$ cat src/rtl/mii_tx_mac.sv
// MII transmit MAC: frames FIFO bytes as preamble, SFD, data, pad and CRC-32 FCS
// onto a 4-bit PHY interface, then holds the inter-frame gap.
//
// state | meaning
// IDLE  | line quiet, waiting for tx_mac_valid
// PRE   | preamble nibbles 0x5
// SFD   | 0x5 then 0xD; first byte accepted in the 0xD cycle
// DATA  | registered byte out, low nibble then high nibble
// PAD   | zero bytes up to the minimum frame size
// FCS   | inverted CRC nibbles, LSB nibble first
// ABORT | underrun: TX_ER asserted for one byte time
// IFG   | TX_EN low for the inter-frame gap
module mii_tx_mac #(
    parameter int PREAMBLE_BYTES = 7,
    parameter int MIN_FRAME      = 60,
    parameter int IFG_BYTES      = 12
) (
    input  logic       clk,
    input  logic       reset,
    input  logic [7:0] tx_mac_data,
    input  logic       tx_mac_valid,
    input  logic       tx_mac_last,
    output logic       tx_mac_ready,
    output logic       phy_tx_en,
    output logic [3:0] phy_txd,
    output logic       phy_tx_err,
    output logic       tx_done,
    output logic       tx_underrun
);

    typedef enum logic [2:0] {
        S_IDLE, S_PRE, S_SFD, S_DATA, S_PAD, S_FCS, S_ABORT, S_IFG
    } state_t;

    localparam logic [7:0]  PRE_LOAD = 8'(2 * PREAMBLE_BYTES - 1);
    localparam logic [7:0]  IFG_LOAD = 8'(2 * IFG_BYTES - 1);
    localparam logic [10:0] MIN_CNT  = 11'(MIN_FRAME);

    state_t      state_q, state_d;
    logic        phase_q, phase_d;
    logic [7:0]  cnt_q, cnt_d;
    logic [7:0]  byte_q, byte_d;
    logic        last_q, last_d;
    logic [10:0] byte_cnt_q, byte_cnt_d, byte_cnt_inc;
    logic [31:0] crc_q, crc_d;
    logic        tx_en_q, tx_en_d;
    logic [3:0]  txd_q, txd_d;
    logic        err_q, err_d;
    logic        ready_q, ready_d;
    logic        done_q, done_d;
    logic        underrun_q, underrun_d;
    logic        go_pre, load_byte, go_pad, go_fcs, go_abort, go_ifg;

    // Reflected CRC-32, one nibble, LSB first.
    function automatic logic [31:0] crc_nib(input logic [31:0] c, input logic [3:0] d);
        logic [31:0] r;
        r = c;
        for (int i = 0; i < 4; i++) begin
            r = (r >> 1) ^ (((r[0] ^ d[i]) == 1'b1) ? 32'hEDB8_8320 : 32'h0);
        end
        return r;
    endfunction

    always_comb begin
        state_d      = state_q;
        phase_d      = phase_q;
        cnt_d        = cnt_q;
        byte_d       = byte_q;
        last_d       = last_q;
        byte_cnt_d   = byte_cnt_q;
        crc_d        = crc_q;
        tx_en_d      = 1'b0;
        txd_d        = 4'h0;
        err_d        = 1'b0;
        ready_d      = 1'b0;
        done_d       = 1'b0;
        underrun_d   = 1'b0;
        go_pre       = 1'b0;
        load_byte    = 1'b0;
        go_pad       = 1'b0;
        go_fcs       = 1'b0;
        go_abort     = 1'b0;
        go_ifg       = 1'b0;
        byte_cnt_inc = (byte_cnt_q == 11'h7FF) ? byte_cnt_q : byte_cnt_q + 11'd1;

        unique case (state_q)
            S_IDLE: go_pre = tx_mac_valid;
            S_PRE: begin
                tx_en_d = 1'b1;
                txd_d   = 4'h5;
                if (cnt_q == 8'd0) begin
                    state_d = S_SFD;
                    phase_d = 1'b0;
                end else begin
                    cnt_d = cnt_q - 8'd1;
                end
            end
            S_SFD: begin
                if (!phase_q) begin
                    phase_d = 1'b1;
                    tx_en_d = 1'b1;
                    txd_d   = 4'hD;
                    ready_d = 1'b1;
                end else if (tx_mac_valid) begin
                    load_byte = 1'b1;
                end else begin
                    go_abort = 1'b1;
                end
            end
            S_DATA: begin
                if (!phase_q) begin
                    phase_d = 1'b1;
                    tx_en_d = 1'b1;
                    txd_d   = byte_q[7:4];
                    crc_d   = crc_nib(crc_q, byte_q[7:4]);
                    ready_d = !last_q;
                end else if (!last_q) begin
                    load_byte = tx_mac_valid;
                    go_abort  = !tx_mac_valid;
                end else if (byte_cnt_q < MIN_CNT) begin
                    go_pad = 1'b1;
                end else begin
                    go_fcs = 1'b1;
                end
            end
            S_PAD: begin
                if (!phase_q) begin
                    phase_d = 1'b1;
                    tx_en_d = 1'b1;
                    crc_d   = crc_nib(crc_q, 4'h0);
                end else if (byte_cnt_q < MIN_CNT) begin
                    go_pad = 1'b1;
                end else begin
                    go_fcs = 1'b1;
                end
            end
            S_FCS: begin
                if (cnt_q == 8'd0) begin
                    go_ifg = 1'b1;
                end else begin
                    cnt_d   = cnt_q - 8'd1;
                    tx_en_d = 1'b1;
                    txd_d   = ~crc_q[3:0];
                    crc_d   = crc_q >> 4;
                    done_d  = (cnt_q == 8'd1);
                end
            end
            S_ABORT: begin
                if (cnt_q == 8'd0) begin
                    go_ifg = 1'b1;
                end else begin
                    cnt_d   = 8'd0;
                    tx_en_d = 1'b1;
                    err_d   = 1'b1;
                end
            end
            S_IFG: begin
                if (cnt_q != 8'd0) begin
                    cnt_d = cnt_q - 8'd1;
                end else if (tx_mac_valid) begin
                    go_pre = 1'b1;
                end else begin
                    state_d = S_IDLE;
                end
            end
        endcase

        if (go_pre) begin
            state_d    = S_PRE;
            cnt_d      = PRE_LOAD;
            crc_d      = 32'hFFFF_FFFF;
            byte_cnt_d = 11'd0;
            tx_en_d    = 1'b1;
            txd_d      = 4'h5;
        end
        if (load_byte) begin
            state_d    = S_DATA;
            phase_d    = 1'b0;
            byte_d     = tx_mac_data;
            last_d     = tx_mac_last;
            byte_cnt_d = byte_cnt_inc;
            tx_en_d    = 1'b1;
            txd_d      = tx_mac_data[3:0];
            crc_d      = crc_nib(crc_q, tx_mac_data[3:0]);
        end
        if (go_pad) begin
            state_d    = S_PAD;
            phase_d    = 1'b0;
            byte_cnt_d = byte_cnt_inc;
            tx_en_d    = 1'b1;
            txd_d      = 4'h0;
            crc_d      = crc_nib(crc_q, 4'h0);
        end
        // crc_q already holds the final remainder here; shift it out nibble by nibble.
        if (go_fcs) begin
            state_d = S_FCS;
            cnt_d   = 8'd7;
            tx_en_d = 1'b1;
            txd_d   = ~crc_q[3:0];
            crc_d   = crc_q >> 4;
        end
        if (go_abort) begin
            state_d    = S_ABORT;
            cnt_d      = 8'd1;
            tx_en_d    = 1'b1;
            err_d      = 1'b1;
            underrun_d = 1'b1;
        end
        if (go_ifg) begin
            state_d = S_IFG;
            cnt_d   = IFG_LOAD;
        end
    end

    always_ff @(posedge clk) begin
        if (reset) begin
            state_q    <= S_IDLE;
            phase_q    <= 1'b0;
            cnt_q      <= 8'd0;
            byte_q     <= 8'd0;
            last_q     <= 1'b0;
            byte_cnt_q <= 11'd0;
            crc_q      <= 32'd0;
            tx_en_q    <= 1'b0;
            txd_q      <= 4'h0;
            err_q      <= 1'b0;
            ready_q    <= 1'b0;
            done_q     <= 1'b0;
            underrun_q <= 1'b0;
        end else begin
            state_q    <= state_d;
            phase_q    <= phase_d;
            cnt_q      <= cnt_d;
            byte_q     <= byte_d;
            last_q     <= last_d;
            byte_cnt_q <= byte_cnt_d;
            crc_q      <= crc_d;
            tx_en_q    <= tx_en_d;
            txd_q      <= txd_d;
            err_q      <= err_d;
            ready_q    <= ready_d;
            done_q     <= done_d;
            underrun_q <= underrun_d;
        end
    end

    assign tx_mac_ready = ready_q;
    assign phy_tx_en    = tx_en_q;
    assign phy_txd      = txd_q;
    assign phy_tx_err   = err_q;
    assign tx_done      = done_q;
    assign tx_underrun  = underrun_q;

endmodule

$ cat config.mk
export PLATFORM = sky130hd
export DESIGN_NAME = mii_tx_mac
export DESIGN_NICKNAME = d
export VERILOG_FILES = /design/src/rtl/mii_tx_mac.sv
export SDC_FILE = /design/constraint.sdc
export NUM_CORES = 1
export LEC_CHECK = 0
export BUFFER_PORTS_ARGS = -buffer_cell sky130_fd_sc_hd__clkbuf_2
export CAP_MARGIN = 20
export CELL_PAD_IN_SITES_DETAIL_PLACEMENT = 0
export CELL_PAD_IN_SITES_GLOBAL_PLACEMENT = 2
export CORE_ASPECT_RATIO = 1.4
export CORE_MARGIN = 1
export CORE_UTILIZATION = 38
export DETAILED_ROUTE_END_ITERATION = 8
export PLACE_DENSITY = 0.8
export SETUP_SLACK_MARGIN = 0.5
export SYNTH_ARGS = -nofsm -noshare
export SYNTH_HDL_FRONTEND = slang
export SYNTH_SLANG_ARGS = --single-unit
$ cat constraint.sdc
create_clock -name clk -period 3.2 [get_ports clk]
set_input_delay 0.16 -clock clk [delete_from_list [all_inputs] [get_ports clk]]
set_output_delay 0.16 -clock clk [all_outputs]
set_load 0.05 [all_outputs]
# Word-level counts from Yosys, hierarchy flattened
# Index checks and enable logic that the tools add are counted.
[op_classes]
add_sub_neg = 2
magnitude_cmp = 1
n_eq_ne = 28
n_mux = 89
bitwise = 22
n_reduce_logical = 28
[ops]
columns = ["cell", "n"]
rows = [
  ["32-bit 2-to-1 mux", 18],
  ["31-bit by 32-bit XOR with 32-bit output", 12],
  ["32-bit one-hot mux with 3 select lines", 1],
  ["11-bit 2-to-1 mux", 4],
  ["6-bit inequality test (second input constant)", 6],
  ["1-bit 2-to-1 mux", 31],
  ["28-bit 2-to-1 mux", 1],
  ["4-bit 2-to-1 mux", 7],
  ["3-bit 2-to-1 mux", 9],
  ["8-bit 2-to-1 mux", 3],
  ["8-bit inequality test (second input constant)", 3],
  ["8-bit one-hot mux with 3 select lines", 1],
  ["4-bit AND reduction", 6],
  ["5-bit 2-to-1 mux", 4],
  ["4-bit one-hot mux with 4 select lines", 1],
  ["8-bit nonzero test", 2],
  ["5-bit inequality test (second input constant)", 3],
  ["1-bit one-hot mux with 2 select lines", 7],
  ["7-bit nonzero test", 2],
  ["3-bit equality test (second input constant)", 4],
  ["11-bit by 1-bit adder with 11-bit output (second input constant)", 1],
  ["11-bit equality test (second input constant)", 1],
  ["11-bit by 6-bit less-than comparator with 1-bit output (second input constant)", 1],
  ["3-bit inequality test (second input constant)", 3],
  ["22 further kinds", 39],
]
[totals]
regBits = 73
in_bits = 12
out_inout_bits = 9
word_cells = 186

# Longest topological paths before layout
# Gate-level depths: netlist of run 1.
[logic_depth]
ltp_word = 18
depth_mapped = 10
depth_no_buf = 8

# Worst setup path before layout of run 1
# Ideal clock, no wire load.
[synth_timing]
path_kind = "flip-flop to flip-flop"
startpoint = "register cnt_q[0]"
endpoint = "register crc_q[24]"
t_arrival_ns = 2.282
required_time_ns = 3.075
path_slack_ns = 0.793
path_stages_with_launch = 11
n_path_buf = 2
path_cell_list = "dfxtp_1 -> inv_1 -> ha_1 -> nor3b_2 -> and4_1 -> nor2_1 -> clkbuf_1 -> clkbuf_1 -> a21oi_1 -> o311ai_0 -> o21ai_1"
[synth_between]
elab_chain_cells = 7
word_cells_on_any_way = 13
[synth_lines]
columns = ["element", "line", "rtl"]
rows = [
  ["start: declaration", "41", "logic [7:0] cnt_q, cnt_d;"],
  ["start signal: assignment", "233", "cnt_q <= cnt_d;"],
  ["8-bit nonzero test", "158", "if (cnt_q != 8'd0) begin"],
  ["1-bit 2-to-1 mux", "158", ""],
  ["1-bit one-hot mux with 2 select lines", "86", "unique case (state_q)"],
  ["32-bit 2-to-1 mux", "168", "if (go_pre) begin"],
  ["32-bit 2-to-1 mux", "176", "if (load_byte) begin"],
  ["32-bit 2-to-1 mux", "186", "if (go_pad) begin"],
  ["28-bit 2-to-1 mux", "195", "if (go_fcs) begin"],
  ["end signal: assignment", "237", "crc_q <= crc_d;"],
  ["end: declaration", "45", "logic [31:0] crc_q, crc_d;"],
]
# Parallel ways exist; a longest one is shown, timed or not.
# A chain may end at the register's enable or synchronous reset.

# Worst setup path after layout of run 1
[layout_timing]
startpoint = "register byte_cnt_q[7]"
endpoint = "register crc_q[18]"
[layout_between]
elab_chain_cells = 7
word_cells_on_any_way = 18
[layout_lines]
columns = ["element", "line", "rtl"]
rows = [
  ["start: declaration", "44", "logic [10:0] byte_cnt_q, byte_cnt_d, byte_cnt_inc;"],
  ["start signal: assignment", "236", "byte_cnt_q <= byte_cnt_d;"],
  ["11-bit by 6-bit less-than comparator with 1-bit output (*)", "120, 131", ""],
  ["1-bit 2-to-1 mux", "120, 131", ""],
  ["1-bit 2-to-1 mux", "117", "end else if (!last_q) begin"],
  ["1-bit 2-to-1 mux", "111", "if (!phase_q) begin"],
  ["1-bit one-hot mux with 2 select lines", "86", ""],
  ["6-bit inequality test (no source line), or another cell as far along", "-", ""],
  ["4-bit AND reduction (no source line) / 28-bit 2-to-1 mux (equally long branches)", "-", ""],
]
# Every way passes the cells marked *; elsewhere a longest branch is shown, timed or not.

==> flow_metrics.py, run 1 <==
metrics = {
    "global_routing": {
        "overflow": 0,
        "grt_pass1_wl_microns": 29330,
        "track_usage_pct": 27.68,
        "first_global_vias": 5135,
        "antenna_found_initial": 0,
        "grt_max_degree": 38,
    },
    "worst_setup_path": {
        "required_ns": 3.43,
        "crit_path_end_kind": "flop",
        "critPathMaxFanout": 12,
        "criticalPathCategory": "flop to flop",
        "worstPathArrival_ns": 2.82,
        "rrSetupSlack_ns": 0.60,
        "cp-start-kind": "flop",
    },
    "sta": {
        "finalHoldViolCount": 0,
        "tightestPinTransition_ns": 0.7257,
        "skew_ns": 0.01260,
        "worst_slack_ns": 0.6008,
        "fmax_mhz": 384.7,
        "final.setup.tns_ns": 0,
        "whs_ns": 0.03079,
        "max-slew-margin-rel_pct": 51.18,
        "maxSlewViolCount": 0,
        "period_share_pct": 81.23,
        "period_needed_ns": 2.599,
        "rsz0062_at_grt": "no",
        "final-setup-viol-count": 0,
    },
    "detailed_routing": {
        "wl_met1_microns": 7745,
        "drcViolationCount": 0,
        "wl_per_cell_microns": 21.68,
        "top_layer": "met4",
        "viasPerCell": 6.161,
        "vias": 5274,
        "totalWireLength_microns": 18560,
        "drtAntennaViolNets": 0,
        "wl_met3_microns": 945,
        "wl_met2_microns": 9250,
        "drt_iter0_markers": 361,
        "drt_pass1_iterations": 5,
    },
    "hold_path": {
        "hp-class": "input port to flop",
    },
    "pwr": {
        "p_leak_nw": 2.179,
        "p_switching_w": 0.001928,
        "ir_drop_v": 0.0003629,
        "power.density_nw_per_um2": 793.0,
        "pwr-share-seq_pct": 27.7,
        "netSwitchingFraction_pct": 41.36,
        "power_frac_comb_pct": 49.5,
        "internal-power_w": 0.002733,
        "p_clk_share_pct": 22.8,
    },
    "logic_synthesis": {
        "avgSynthCellArea_sq_um": 7.814,
        "yosys_warnings": 0,
        "yosys.area.top_type": "dfxtp_1",
        "synth.area.top_cells": "dfxtp_1 (27%), xnor2_1 (7.0%), nand2_1 (5.2%)",
        "ys_types": 74,
        "ys_seq_elements": 69,
        "netlist_area_sq_um": 5126,
        "postSynth.asyncResetShare_pct": 0,
        "synth_ff_type": "dfxtp_1",
        "synth_top_area_share_pct": 26.95,
        "syn-num-nets": 671,
        "postSynthCellCount": 656,
        "synth-edff-count": 0,
        "yosysSeqAreaShare_pct": 26.95,
    },
    "layout": {
        "drive_above_1_share_pct": 15.19,
        "layout.nets": 688,
        "final_cell_area_sq_um": 5878,
        "n_antenna_cell": 0,
        "syn2layout_area_growth_pct": 14.67,
    },
    "placed_design": {
        "place_ws_ns": 0.1123,
        "gp_congestion": 0.9027,
        "dpl-instance-area_sq_um": 5498,
        "portBuffers": 20,
        "dp_hpwl_microns": 13190,
    },
    "clocking": {
        "cts_buffers": 9,
        "clock_sinks": 69,
        "clockRootBuffer": "clkbuf_16",
        "worstSkewPairLatency_ns": 0.35,
        "holdBufCountCts": 0,
        "cts_max_level": 3,
        "clkTransAtPathRegs_ns": 0.07,
        "clock_path_buffers": 2,
        "cts_tree": "done",
    },
    "floorplan": {
        "fp.dieW_microns": 100.2,
        "rows": 49,
        "ioPinCount": 21,
        "die_h_microns": 139.4,
        "fp.coreArea_sq_um": 13000,
        "die_area_sq_um": 13960,
        "initial_core_util_pct": 39.44,
    },
    "job": {
        "cap_violations": 0,
    },
    "run_status": {
        "status": "finished, final reports clean",
    },
}
-- worst paths after layout --
kind                                    from                endpoint  depth (start not counted)
setup / recovery  byte_cnt_q[7]$_SDFFE_PP0P_  crc_q[18]$_SDFFE_PP0P_                          7
hold reg to reg       crc_q[14]$_SDFFE_PP0P_  crc_q[14]$_SDFFE_PP0P_                          2
hold / removal                tx_mac_data[5]  byte_q[5]$_SDFFE_PP0P_                          3
setup reg to reg  byte_cnt_q[7]$_SDFFE_PP0P_  crc_q[18]$_SDFFE_PP0P_                          7
-- metrics by stage --
step | cells | utilization (%) | power (W)
3_3_place_gp | 837 | 42.30 | 0.003521
3_5_place_dp | 837 | 42.30 | 0.003541
4_1_cts | 856 | 44.97 | 0.004639
5_1_grt | 856 | 45.23 | 0.004951
6_report | 856 | 45.23 | 0.004662
2_1_floorplan | 656 | - | 0.002946
-- power by group through the flow --
| stage | logic, W | clock network (W) | registers (W) |
|---|---|---|---|
| 2_1_floorplan | 0.00171 | 0 | 0.00124 |
| 3_3_place_gp | 0.00222 | 0 | 0.00130 |
| 3_5_place_dp | 0.00224 | 0 | 0.00130 |
| 4_1_cts | 0.00228 | 0.00108 | 0.00129 |
| 5_1_grt | 0.00251 | 0.00112 | 0.00132 |
| 6_report | 0.00231 | 0.00106 | 0.00129 |
-- area by class of cell --
type / instances / area (sq um)
inverter: 13 / 48.80
multi-input combinational: 523 / 3535
clock buffer: 11 / 252.7
fill: 1335 / 7119
timing repair buffer: 57 / 377.9
clock inverter: 5 / 57.56
sequential: 69 / 1384
tap: 178 / 222.7
-- Yosys cell counts, types with 4 or more instances --
master / number
a21o_1: 7
clkbuf_1: 38
xnor2_1: 41
o22ai_1: 7
a22oi_1: 5
a21oi_1: 50
a31oi_1: 13
a211oi_1: 12
or3_1: 7
o21a_1: 5
dfxtp_1: 69
nand2b_1: 7
inv_1: 13
a221o_1: 4
nor4_1: 11
o221ai_1: 6
a221oi_1: 11
a311oi_1: 4
o211ai_1: 4
xnor3_1: 8
nand3_1: 12
buf_2: 10
xor2_1: 20
o32ai_1: 9
nor3_1: 21
o21ai_0: 40
o2bb2ai_1: 4
mux2_2: 5
nor2_1: 56
nand2_1: 71
nand4_1: 4
nor2b_1: 6
-- cells by family (layout without fill, tap and decap cells) --
logic type / count (synthesis) / after routing / share of synthesized area [%]
and+or+nand+nor: 227 / 227 / 21.99
AOI/OAI and AO/OA: 213 / 213 / 28.48
xor gates and xnor gates: 71 / 71 / 14.86
DFF: 69 / 69 / 26.95
buffers and inverters: 64 / 86 / 5.077
muxes: 9 / 9 / 1.904
adders and majority gates: 3 / 3 / 0.7323
-- cells in the final DEF, fill, tap and decap left out, drive strengths merged, types with 4 or more instances in the layout --
cell	Yosys	layout
o2bb2ai	4	4
a211oi	12	12
or4	4	4
xor2	20	20
buf	13	37
a21o	7	7
o32ai	9	9
o21ai	43	43
o211ai	5	5
nand2	73	73
nor2	59	59
a22oi	5	5
inv	13	14
xnor3	8	8
nor3	22	22
nor4	12	12
o22ai	7	7
nor2b	6	6
a221o	4	4
a31oi	13	13
dfxtp	69	69
o21a	5	5
a311oi	4	4
a221oi	11	11
nand3	12	12
clkbuf	38	31
o221ai	6	6
a21oi	50	50
nand2b	7	7
nand4	4	4
or3	7	7
mux2	6	6
xnor2	41	41
-- metal layers --
metal	up-vias	GRT usage, %
li1	2463	-
met1	2575	33.92
met2	188	47.62
met3	48	4.671
met4	0	10.91
met5	-	0
-- flip-flops by register name, indices dropped and copies added (netlist names), 3 cells and up --
signal      flops
byte_cnt_q     11
byte_q          4
cnt_q           8
crc_q          32
phy_txd         4
state_q         3
-- critical path, stage by stage (launching register included) --
cell	delay (ns)
dfxtp_1	0.36
or4_4	0.60
or3_4	0.46
nor2_1	0.30
buf_4	0.24
a221oi_1	0.10
o2bb2ai_1	0.29
a211oi_1	0.12
-- what timing repair did --
action,in CTS,in global routing
gates resized for setup,5,7
buffers inserted,3,0
endpoints found under the setup margin,37,33
pin swaps,1,0
Power figures use the tool's default switching activity.
==> inputs of run 2 (changes only) <==
- CORE_UTILIZATION: 38 -> 34
- PLACE_DENSITY: 0.8 -> 0.76
- clock period: 3.2 -> 2.2 ns (I/O delays scaled with it)
==> run 2 against run 1 <==
  * The flow now finishes with violations (negative setup slack)
  * Critical path type unchanged
  * Clock skew decreased by 0.0043 ns
  * Die area increased by 12%
  * Core utilization increased by 11 points
  * Critical path depth unchanged
  * Hold slack improved by 0.022 ns
  * Sequential cell count unchanged
  * Routed wire length increased by 21%
  * Fmax increased by 12%
  * Non-clock buffer count increased by 144
==> flow_metrics.py, run 2 (same netlist as run 1, synthesis figures left out) <==
metrics = {
    "worst_setup_path": {
        "crit_path_end_kind": "flop",
        "rr_endpoint": "crc_q[21]$_SDFFE_PP0P_",
        "worstSetupStartpoint": "byte_cnt_q[9]$_SDFFE_PP0P_",
        "worst_r2r_startpoint": "byte_cnt_q[9]$_SDFFE_PP0P_",
        "required_ns": 2.44,
        "worstPathArrival_ns": 2.55,
        "ff2ff_path_depth": 7,
        "cp-start-kind": "flop",
        "critPathMaxFanout": 5,
        "criticalPathCategory": "flop to flop",
        "rrSetupSlack_ns": -0.12,
    },
    "pwr": {
        "p_switching_w": 0.003593,
        "pwr-share-seq_pct": 21.0,
        "p_clk_share_pct": 20.0,
        "power.density_nw_per_um2": 1086,
        "ir_drop_v": 0.0005261,
        "netSwitchingFraction_pct": 40.21,
        "p_leak_nw": 3.212,
        "power_frac_comb_pct": 59.0,
        "internal-power_w": 0.005342,
    },
    "detailed_routing": {
        "viasPerCell": 5.923,
        "drtAntennaViolNets": 0,
        "drt_iter0_markers": 276,
        "vias": 5994,
        "drcViolationCount": 0,
        "totalWireLength_microns": 22460,
        "wl_per_cell_microns": 22.19,
        "drt_pass1_iterations": 5,
    },
    "placed_design": {
        "dp_hpwl_microns": 15500,
        "dpl-instance-area_sq_um": 6449,
        "portBuffers": 20,
        "gp_congestion": 0.9294,
        "place_ws_ns": -0.1757,
    },
    "clocking": {
        "clock_sinks": 69,
        "cts_buffers": 9,
        "clock_path_buffers": 2,
        "clockRootBuffer": "clkbuf_16",
        "clkTransAtPathRegs_ns": 0.06,
        "worstSkewPairLatency_ns": 0.35,
        "cts_tree": "done",
        "cts_max_level": 3,
    },
    "sta": {
        "period_share_pct": 105.3,
        "final-setup-viol-count": 30,
        "rsz0062_at_grt": "yes",
        "max-slew-margin-rel_pct": 62.18,
        "tightestPinTransition_ns": 0.5633,
        "finalHoldViolCount": 0,
        "worst_slack_ns": -0.1156,
        "period_needed_ns": 2.316,
        "skew_ns": 0.008281,
        "maxSlewViolCount": 0,
        "fmax_mhz": 431.9,
    },
    "layout": {
        "n_antenna_cell": 0,
        "regMostFlops": "crc_q",
        "final_cell_area_sq_um": 8230,
        "layout.nets": 833,
        "largest_reg_flops": 32,
        "final_cell_mix": "buf_4 (119), nand2_1 (63), dfxtp_1 (58)",
        "reg_top3": "crc_q (32), byte_cnt_q (11), cnt_q (8)",
        "syn2layout_area_growth_pct": 60.56,
        "drive_above_1_share_pct": 43.99,
        "final_common_cell": "buf_4",
    },
    "floorplan": {
        "fp.dieW_microns": 105.8,
        "rows": 52,
        "initial_core_util_pct": 35.17,
        "die_h_microns": 147.3,
        "die_area_sq_um": 15580,
        "fp.coreArea_sq_um": 14570,
        "ioPinCount": 21,
    },
    "global_routing": {
        "antenna_found_initial": 0,
        "track_usage_pct": 28.46,
        "grt_pass1_wl_microns": 33610,
        "overflow": 0,
        "first_global_vias": 5958,
        "grt_max_degree": 49,
    },
    "hold_path": {
        "hp-class": "input port to flop",
        "whs_path_depth": 3,
        "hp-start": "tx_mac_last",
        "whs_endpoint": "last_q$_SDFFE_PP0P_",
    },
    "run_status": {
        "violations": "negative setup slack",
        "status": "complete, but fails checks",
    },
    "job": {
        "cap_violations": 0,
    },
}
## run 2: worst max path at each step
stage,end,cells past startpoint
3_5_place_dp,crc_q[17]$_SDFFE_PP0P_,7
2_1_floorplan,cnt_q[0]$_SDFFE_PP0P_,7
3_3_place_gp,crc_q[26]$_SDFFE_PP0P_,8
5_1_grt,cnt_q[1]$_SDFFE_PP0P_,7
6_report,crc_q[21]$_SDFFE_PP0P_,7
4_1_cts,cnt_q[0]$_SDFFE_PP0P_,6
## run 2: worst max-delay path, cell delays in order (launching register included)
cell and delay (ns):
dfxtp_2 0.32, or4_4 0.55, or3_4 0.41, a21oi_4 0.18, o211ai_4 0.19, buf_12 0.19
buf_16 0.13, o221a_4 0.24
## run 2: power groups by stage
stage          Sequential (W)  Combinational, W  Clock, W
2_1_floorplan         0.00180           0.00259         0
3_3_place_gp          0.00185           0.00407         0
3_5_place_dp          0.00185           0.00410         0
4_1_cts               0.00184           0.00454   0.00180
5_1_grt               0.00190           0.00560   0.00185
6_report              0.00187           0.00527   0.00179
## run 2: per-stage QoR
stage / power (W) / hold slack, ns / setup TNS (ns) / util [%] / instances
final: 0.008935 / 0.05287 / -1.554 / 56.47 / 1012
after global routing: 0.009351 / 0.05769 / -3.987 / 56.47 / 1012
after CTS: 0.008182 / 0.04551 / -1.670 / 50.99 / 984
after detailed placement: 0.005958 / 0.3390 / -3.502 / 44.25 / 946
after global placement: 0.005914 / 0.3323 / -2.183 / 44.25 / 946
after floorplan: 0.004393 / 0.2460 / -1.250 / - / 656
## run 2: final cells by class
| class | count | area (sq um) |
|---|---|---|
| multi-input cells | 524 | 4303 |
| flip-flops and latches | 69 | 1403 |
| clock inverters | 5 | 106.4 |
| repair buffers | 201 | 1877 |
| well taps | 189 | 236.5 |
| fillers | 1290 | 6344 |
| clock buffers | 11 | 252.7 |
| inverters | 13 | 52.55 |
## run 2: timing repair
action | 4_1_cts | 5_1_grt
gates resized for setup | 98 | 128
endpoints found under the setup margin | 64 | 62
cloned | 2 | 3
hold buffers | 4 | 0
pin swaps | 42 | 64
hold endpoints to repair | 4 | 0
setup buffers | 16 | 25
## run 2: per-layer routing
layer / wire (microns) / global-route usage [%] / up-vias / share of wire, %
met1: 8791 / 32.31 / 2954 / 39
met5: 0 / 0 / - / 0
li1: - / - / 2767 / -
met4: 1390 / 15.42 / 0 / 6.2
met3: 824 / 3.860 / 74 / 3.7
met2: 11460 / 50.98 / 199 / 51
